$ cat src/rtl/alu_test_sequencer.sv
// rtl/alu_test_sequencer.sv - LFSR-driven stimulus and golden-model checker for a registered ALU
// Drives A/B/Sel, then compares dut_out/dut_flags LATENCY+1 edges after each vector load.
module alu_test_sequencer #(
  parameter int          N           = 4,
  parameter int          LATENCY     = 2,
  parameter int          NUM_VECTORS = 16,
  parameter int unsigned SEED        = 8'h5A
) (
  input  logic         clk,
  input  logic         reset,
  input  logic         start,
  output logic [N-1:0] A,
  output logic [N-1:0] B,
  output logic [3:0]   Sel,
  input  logic [N-1:0] dut_out,
  input  logic [3:0]   dut_flags,
  output logic         busy,
  output logic         done,
  output logic         pass,
  output logic [7:0]   err_count,
  output logic         fail_valid,
  output logic [7:0]   first_fail_idx,
  output logic [7:0]   vec_idx
);

  localparam int W  = 2 * N;
  localparam int PW = (LATENCY < 1) ? 1 : $clog2(LATENCY + 1);

  // Galois right-shift masks for maximal-length polynomials of width 2N.
  localparam logic [63:0] TAPS64 =
      (W == 4)  ? 64'h0000_000C :
      (W == 6)  ? 64'h0000_0030 :
      (W == 8)  ? 64'h0000_00B8 :
      (W == 10) ? 64'h0000_0240 :
      (W == 12) ? 64'h0000_0E08 :
      (W == 14) ? 64'h0000_3802 :
      (W == 16) ? 64'h0000_B400 :
      (W == 32) ? 64'h8020_0003 :
                  ((64'h1 << (W - 1)) | 64'h1);
  localparam logic [W-1:0] TAPS   = TAPS64[W-1:0];
  localparam logic [W-1:0] SEED_W = (W'(SEED) == '0) ? W'(1) : W'(SEED);

  typedef enum logic [1:0] {
    IDLE = 2'd0,
    RUN  = 2'd1,
    DONE = 2'd2
  } state_t;

  state_t        state;
  logic [W-1:0]  lfsr;
  logic [PW-1:0] phase;

  function automatic logic [W-1:0] lfsr_step(input logic [W-1:0] s);
    return (s >> 1) ^ (s[0] ? TAPS : '0);
  endfunction

  // Returns {V, C, Z, N, R}, matching the dut_flags bit order above the result.
  function automatic logic [N+3:0] golden(input logic [N-1:0] a, input logic [N-1:0] b,
                                          input logic [3:0] op);
    logic [N-1:0] r;
    logic         c;
    logic         v;
    logic [N:0]   sum;
    logic [W-1:0] prod;
    r    = '0;
    c    = 1'b0;
    v    = 1'b0;
    sum  = {1'b0, a} + {1'b0, b};
    prod = {{N{1'b0}}, a} * {{N{1'b0}}, b};
    case (op)
      4'd0: begin
        r = sum[N-1:0];
        c = sum[N];
        v = (a[N-1] == b[N-1]) && (r[N-1] != a[N-1]);
      end
      4'd1: begin
        r = a - b;
        c = (a < b);
        v = (a[N-1] != b[N-1]) && (r[N-1] != a[N-1]);
      end
      4'd2: begin
        r = prod[N-1:0];
        c = |prod[W-1:N];
      end
      4'd3: begin
        if (b == '0) begin
          r = '1;
          v = 1'b1;
        end else begin
          r = a / b;
        end
      end
      4'd4: begin
        if (b == '0) begin
          r = a;
          v = 1'b1;
        end else begin
          r = a % b;
        end
      end
      4'd5:    r = a & b;
      4'd6:    r = a | b;
      4'd7:    r = a ^ b;
      4'd8:    r = a << b;
      4'd9:    r = a >> b;
      default: r = '0;
    endcase
    return {v, c, (r == '0), r[N-1], r};
  endfunction

  logic [N+3:0] expected;
  logic         mismatch;
  logic         at_compare;
  logic         last_vec;
  logic [7:0]   err_next;

  assign expected   = golden(A, B, Sel);
  assign mismatch   = ({dut_flags, dut_out} != expected);
  assign at_compare = (phase == PW'(LATENCY));
  assign last_vec   = (vec_idx == 8'(NUM_VECTORS - 1));
  assign err_next   = (mismatch && (err_count != 8'hFF)) ? err_count + 8'd1 : err_count;

  always_ff @(posedge clk or negedge reset) begin
    if (!reset) begin
      state          <= IDLE;
      lfsr           <= SEED_W;
      phase          <= '0;
      A              <= '0;
      B              <= '0;
      Sel            <= '0;
      busy           <= 1'b0;
      done           <= 1'b0;
      pass           <= 1'b0;
      err_count      <= '0;
      fail_valid     <= 1'b0;
      first_fail_idx <= '0;
      vec_idx        <= '0;
    end else begin
      case (state)
        IDLE, DONE: begin
          if (start) begin
            // Vector 0 comes straight from the seed; the LFSR then holds vector 1.
            state          <= RUN;
            A              <= SEED_W[N-1:0];
            B              <= SEED_W[W-1:N];
            Sel            <= 4'd0;
            lfsr           <= lfsr_step(SEED_W);
            phase          <= '0;
            vec_idx        <= '0;
            err_count      <= '0;
            fail_valid     <= 1'b0;
            first_fail_idx <= '0;
            busy           <= 1'b1;
            done           <= 1'b0;
            pass           <= 1'b0;
          end
        end
        RUN: begin
          if (at_compare) begin
            err_count <= err_next;
            if (mismatch && !fail_valid) begin
              fail_valid     <= 1'b1;
              first_fail_idx <= vec_idx;
            end
            if (last_vec) begin
              state <= DONE;
              busy  <= 1'b0;
              done  <= 1'b1;
              pass  <= (err_next == 8'd0);
            end else begin
              A       <= lfsr[N-1:0];
              B       <= lfsr[W-1:N];
              Sel     <= (Sel == 4'd9) ? 4'd0 : Sel + 4'd1;
              lfsr    <= lfsr_step(lfsr);
              vec_idx <= vec_idx + 8'd1;
              phase   <= '0;
            end
          end else begin
            phase <= phase + PW'(1);
          end
        end
        default: state <= IDLE;
      endcase
    end
  end

endmodule

$ cat config.mk
export PLATFORM = sky130hd
export DESIGN_NAME = alu_test_sequencer
export DESIGN_NICKNAME = d
export VERILOG_FILES = /design/src/rtl/alu_test_sequencer.sv
export SDC_FILE = /design/constraint.sdc
export NUM_CORES = 1
export LEC_CHECK = 0
export ABC_CLOCK_PERIOD_IN_PS = 10000
export CAP_MARGIN = 20
export CORE_MARGIN = 3
export CORE_UTILIZATION = 64
export CTS_BUF_LIST = sky130_fd_sc_hd__clkbuf_8
export CTS_CLUSTER_DIAMETER = 80
export CTS_CLUSTER_SIZE = 16
export DETAILED_ROUTE_END_ITERATION = 8
export PLACE_DENSITY = 0.92
export SETUP_SLACK_MARGIN = 0.05
export SYNTH_ARGS = -nofsm -noshare
export SYNTH_HDL_FRONTEND = slang
export SYNTH_SLANG_ARGS = --single-unit
$ cat constraint.sdc
create_clock -name clk -period 10 [get_ports clk]
set_input_delay 2 -clock clk [delete_from_list [all_inputs] [get_ports clk]]
set_output_delay 2 -clock clk [all_outputs]
set_load 0.1 [all_outputs]
==> results of run 1 <==
==> through the flow <==
step	hold WS (ns)	utilization, %	setup WS, ns	cells	cell area, sq um
floorplan	0.458	-	3.54	520	4480
global placement	0.462	75.4	3.72	635	4950
detailed placement	0.469	75.4	3.40	635	4950
finish	0.492	77.2	3.28	643	5070
CTS	0.492	77.2	3.38	643	5070
global route	0.516	77.2	2.81	643	5070
==> synthesized netlist by cell type, types with 5 or more instances <==
| library cell | instances |
|---|---|
| and3_1 | 6 |
| a211oi_1 | 8 |
| nand2b_1 | 12 |
| a22o_1 | 9 |
| nand4_1 | 5 |
| nand2_1 | 36 |
| nor3_1 | 6 |
| xnor2_1 | 8 |
| a21o_1 | 7 |
| o31ai_1 | 6 |
| buf_2 | 9 |
| nor4_1 | 7 |
| or3_1 | 5 |
| xor2_1 | 12 |
| mux2i_1 | 7 |
| inv_1 | 23 |
| and2_1 | 5 |
| clkbuf_1 | 13 |
| nand3_1 | 20 |
| fa_1 | 7 |
| a21oi_1 | 30 |
| ha_1 | 40 |
| a31oi_1 | 14 |
| nor2_1 | 30 |
| nor2b_1 | 5 |
| o21ai_0 | 45 |
| dfrtp_1 | 45 |
==> state kept, by name (all words and copies together) (netlist names) <==
name            flops
pass                1
busy                1
first_fail_idx      8
err_count           8
fail_valid          1
lfsr                6
B                   4
done                1
Sel                 4
A                   3
state               2
phase               2
vec_idx             8
==> critical path: cells and delay by family (launching register included) <==
family	cells	cell delay (ns)
compound gates	12	2.88
fa+ha+maj	4	1.13
buf+inv	1	0.28
flops	1	0.64
simple gates	5	1.71
==> cell families (layout without fill, tap and decap cells) <==
kind of cell | Yosys count | count (layout) | synth area share [%]
buf+inv | 57 | 87 | 5.72
flops | 49 | 49 | 27.5
compound gates | 171 | 171 | 25.3
xor+xnor | 21 | 21 | 4.27
mux | 9 | 9 | 2.15
simple gates | 166 | 166 | 20.7
fa+ha+maj | 47 | 47 | 14.3
==> per-layer routing <==
metal | GRT usage [%] | vias up
met2 | 50.3 | 221
met5 | 0 | -
li1 | - | 1981
met3 | 5.02 | 33
met1 | 45.5 | 2033
met4 | 9.34 | 0
==> worst min-delay path by stage <==
stage / slack (ns) / to / start
CTS: 0.49 / done / done
detailed placement: 0.47 / done / done
global placement: 0.46 / done / done
floorplan: 0.46 / lfsr[1] / lfsr[1]
global route: 0.52 / lfsr[1] / lfsr[1]
finish: 0.49 / done / done
==> area by class of cell <==
class	instances	area [sq um]
Multi-Input combinational cell	414	2990
Fill cell	466	1500
Sequential cell	49	1230
Timing Repair Buffer	52	510
Tap cell	93	116
Inverter	27	101
Clock buffer	5	68.8
Clock inverter	3	50.0
==> impl_metrics.tcl, run 1 <==
set metrics [dict create \
    worstPathCellList "inv_2 -> ha_1 -> or4b_1 -> a22oi_1 -> ha_1 -> o21a_1 -> o21ai_0 -> a21o_1 -> ha_1 -> or4b_1 -> a21oi_1 -> nor2_1 -> ha_1 -> a21oi_1 -> a31oi_1 -> a221o_1 -> or3_1 -> a211oi_1 -> and4_1 -> a211oi_2 -> o21ai_2 -> a22o_1" \
    placementRows 29 \
    synthTopCellsByArea "dfrtp_1 (25%), ha_1 (11%), o21ai_0 (5.0%)" \
    initial_utilization_pct 68.2 \
    clkTransAtPathRegs_ns 0.10 \
    hold_depth 2 \
    fin_crit_ns 6.72 \
    syn_area_per_cell_sq_um 8.62 \
    viasPerCell 6.64 \
    cts_tree "yes" \
    grt_max_degree 50 \
    critPathMaxStageDelay_ns 0.64 \
    wl_per_cell_microns 19.2 \
    n_antenna_cell 0 \
    vias 4268 \
    yosysUniqueCellTypes 80 \
    post_cts_resized 0 \
    critPathMostFrequentCell "ha_1" \
    grt_overflow 0 \
    fin_nets 607 \
    async_reset_ff_share_pct 100 \
    syn_nets 578 \
    syn_area_sq_um 4480 \
    hold_buffers 0 \
    dieWidth_microns 89.7 \
    hp-class "reg -> reg" \
    synthDominantAreaCellType "dfrtp_1" \
    grt_pass1_wl_microns 20200 \
    crit_slowest_cell "dfrtp_1" \
    wl_met3_microns 998 \
    root_buffer "clkbuf_8" \
    rrSetupSlack_ns 3.28 \
    finalSetupTns_ns 0 \
    cts_buffers 5 \
    cp.required_ns 10.25 \
    end_kind "flip-flop" \
    period_share_pct 67.2 \
    drc 0 \
    synth-seq-area-share_pct 27.5 \
    h-tree-depth 2 \
    boundaryPins 51 \
    final_common_cell "clkdlybuf4s50_1" \
    crit_type "reg -> reg" \
    track_usage_pct 31.9 \
    final_cell_mix "clkdlybuf4s50_1 (49), dfrtp_1 (45), o21ai_0 (45)" \
    slew_viol_final 0 \
    start_kind "flip-flop" \
    gp_congestion 0.945 \
    dr.pass1.iters 5 \
    arrival_ns 6.97 \
    die_area_sq_um 8040 \
    antenna_found_initial 0 \
    critPathMaxFanout 19 \
    clock.fmax_ghz 0.149 \
    ys_warn_count 0 \
    setup_viol 0 \
    syn_inst 520 \
    syn_to_final_growth_pct 13.2 \
    grt_pass1_vias 4130 \
    yosysTopAreaCellShare_pct 25.1 \
    dr.max_layer_used "met4" \
    fin_skew_ns 0.00561 \
    critPathLaunch "B[0]" \
    coreArea_sq_um 6570 \
    relSlewSlack_pct 33.5 \
    first_iter_violations 457 \
    grt_setup_unrepaired "false" \
    yosys_most_used_dff "dfrtp_1" \
    r2r_start "B[0]" \
    tightest_slew_ns 0.994 \
    ff2ff_path_depth 22 \
    hold_viol 0 \
    clockBufferDepth 2 \
    io_buffer_count 50 \
    routed_wl_microns 12400 \
    dp_hpwl_microns 8880 \
    rr_endpoint "first_fail_idx[5]" \
    post_cts_buffers 0 \
    die_h_microns 89.7 \
    maxCapViolCount 0 \
    wl_met1_microns 5210 \
    cts_num_sinks 49 \
    outcome "completed" \
    synth_edf_count 0 \
    drive_gt1_share_pct 7.27 \
    ys_ff_latch 49 \
    wl_met2_microns 5940 \
    critical_path.endpoint "first_fail_idx[5]" \
    insertion_delay_ns 0.31 \
    drtAntennaViolNets 0 \
]
Power of run 1 is left out: the tool's default activity adds up to more than one toggle a clock period on the data nets, which glitch-free logic cannot reach.
==> inputs of run 2 (changes only) <==
--- a/config.mk
+++ b/config.mk
@@ -5,15 +5,15 @@
 export SDC_FILE = /design/constraint.sdc
 export NUM_CORES = 1
 export LEC_CHECK = 0
-export ABC_CLOCK_PERIOD_IN_PS = 10000
+export ABC_CLOCK_PERIOD_IN_PS = 6350
 export CAP_MARGIN = 20
 export CORE_MARGIN = 3
-export CORE_UTILIZATION = 64
+export CORE_UTILIZATION = 59
 export CTS_BUF_LIST = sky130_fd_sc_hd__clkbuf_8
 export CTS_CLUSTER_DIAMETER = 80
 export CTS_CLUSTER_SIZE = 16
 export DETAILED_ROUTE_END_ITERATION = 8
-export PLACE_DENSITY = 0.92
+export PLACE_DENSITY = 0.86
 export SETUP_SLACK_MARGIN = 0.05
 export SYNTH_ARGS = -nofsm -noshare
 export SYNTH_HDL_FRONTEND = slang
==> constraint.sdc (replaced) <==
create_clock -name clk -period 6.35 [get_ports clk]
set_input_delay 1.27 -clock clk [delete_from_list [all_inputs] [get_ports clk]]
set_output_delay 1.27 -clock clk [all_outputs]
set_load 0.1 [all_outputs]
==> impl_metrics.tcl, run 2 (synthesized netlist as in run 1, its figures left out) <==
set metrics [dict create \
    grt_pass1_vias 4055 \
    grt_overflow 0 \
    dieWidth_microns 93.1 \
    period_share_pct 96.3 \
    hold_viol 0 \
    start_kind "flip-flop" \
    root_buffer "clkbuf_8" \
    rrSetupSlack_ns 0.24 \
    reg_top3 "err_count: 8 flops, first_fail_idx: 8 flops, vec_idx: 8 flops" \
    worstPathCellList "inv_2 -> ha_1 -> or4b_1 -> a22oi_2 -> ha_1 -> o21a_1 -> o211a_1 -> a21o_1 -> ha_1 -> or4b_1 -> a21oi_1 -> nor2_1 -> ha_1 -> nand2_1 -> a21o_1 -> and2_1 -> nor4b_1 -> or4_4 -> nand4b_4 -> xor2_2 -> a211oi_2 -> o21ai_4 -> a22o_1" \
    hp-class "reg -> reg" \
    initial_utilization_pct 61.4 \
    fin_skew_ns 0.00810 \
    h-tree-depth 2 \
    drc 0 \
    outcome "completed" \
    cp.required_ns 6.55 \
    r2r_start "B[0]" \
    drive_gt1_share_pct 9.95 \
    crit_type "reg -> reg" \
    fin_crit_ns 6.11 \
    cts_num_sinks 49 \
    die_area_sq_um 8680 \
    critPathMaxFanout 9 \
    dpl_cell_area_sq_um 5040 \
    maxCapViolCount 0 \
    critPathLaunch "B[0]" \
    setup_ws_ns 0.236 \
    hold_buffers 0 \
    clockBufferDepth 2 \
    n_antenna_cell 0 \
    final_cell_mix "clkdlybuf4s50_1 (49), dfrtp_1 (44), o21ai_0 (44)" \
    dpl_worst_slack_ns 0.148 \
    clock.fmax_ghz 0.164 \
    syn_to_final_growth_pct 15.5 \
    fin_area_sq_um 5180 \
    critical_path.endpoint "first_fail_idx[7]" \
    routed_wl_microns 12300 \
    first_iter_violations 464 \
    wl_per_cell_microns 18.6 \
    finalSetupTns_ns 0 \
    crit_slowest_cell "or4_4" \
    dp_hpwl_microns 9030 \
    placementRows 31 \
    die_h_microns 93.1 \
    end_kind "flip-flop" \
    slew_viol_final 0 \
    antenna_found_initial 0 \
    critPathMaxStageDelay_ns 0.57 \
    ff2ff_path_depth 23 \
    final_common_cell "clkdlybuf4s50_1" \
    drtAntennaViolNets 0 \
    dr.pass1.iters 5 \
    gp_congestion 0.914 \
    grt_setup_unrepaired "false" \
    vias 4272 \
    clkTransAtPathRegs_ns 0.10 \
    relSlewSlack_pct 32.7 \
    grt_pass1_wl_microns 20100 \
    arrival_ns 6.32 \
    insertion_delay_ns 0.31 \
    setup_viol 0 \
    track_usage_pct 28.7 \
    critPathMostFrequentCell "ha_1" \
    grt_max_degree 50 \
    finish.utilization_pct 71.0 \
    tightest_slew_ns 1.01 \
    io_buffer_count 50 \
    coreArea_sq_um 7290 \
    cts_buffers 5 \
    viasPerCell 6.45 \
    rr_endpoint "first_fail_idx[7]" \
    boundaryPins 51 \
    fin_nets 620 \
    cts_tree "yes" \
]
## run 2: layout make-up
cell class | count | area (sq um)
timing repair buffer | 65 | 608
clock buffer | 5 | 68.8
inverter | 27 | 101
sequential | 49 | 1230
fill | 603 | 2120
clock inverter | 3 | 17.5
multi-input combinational | 414 | 3020
tap | 99 | 124
## run 2: worst max-delay path, delay by kind of cell, from the launching register on
family	cells	cell delay (ns)
adder cells (fa/ha/maj)	4	1.14
AO/OA/AOI/OAI	9	1.92
AND/OR/NAND/NOR	8	2.25
XOR/XNOR	1	0.20
buffers and inverters	1	0.06
flip-flops	1	0.42
## run 2: worst min path at each step
stage / cells after the start / slack (ns) / from / endpoint
2_1_floorplan: 2 / 0.46 / lfsr[1] / lfsr[1]
6_report: 2 / 0.49 / done / done
3_5_place_dp: 2 / 0.47 / done / done
5_1_grt: 1 / 0.52 / phase[1] / phase[1]
4_1_cts: 2 / 0.50 / done / done
3_3_place_gp: 2 / 0.46 / done / done
## run 2: routing by layer
| metal | up-vias | part of all wire, % | track usage, % |
|---|---|---|---|
| li1 | 2010 | - | - |
| met1 | 2049 | 44 | 41.2 |
| met2 | 182 | 47 | 44.5 |
| met3 | 31 | 6.8 | 3.46 |
| met4 | 0 | 2.7 | 10.9 |
| met5 | - | 0 | 0 |
## run 2: timing repair
action	4_1_cts	5_1_grt
setup endpoints to repair	0	18
setup buffers	0	3
gates resized for setup	0	6
## run 2: per-stage QoR
stage | hold WS (ns) | instances
2_1_floorplan | 0.458 | 520
3_3_place_gp | 0.462 | 651
3_5_place_dp | 0.472 | 651
4_1_cts | 0.496 | 659
5_1_grt | 0.519 | 662
6_report | 0.488 | 662
Power of run 2 is left out for the same reason.
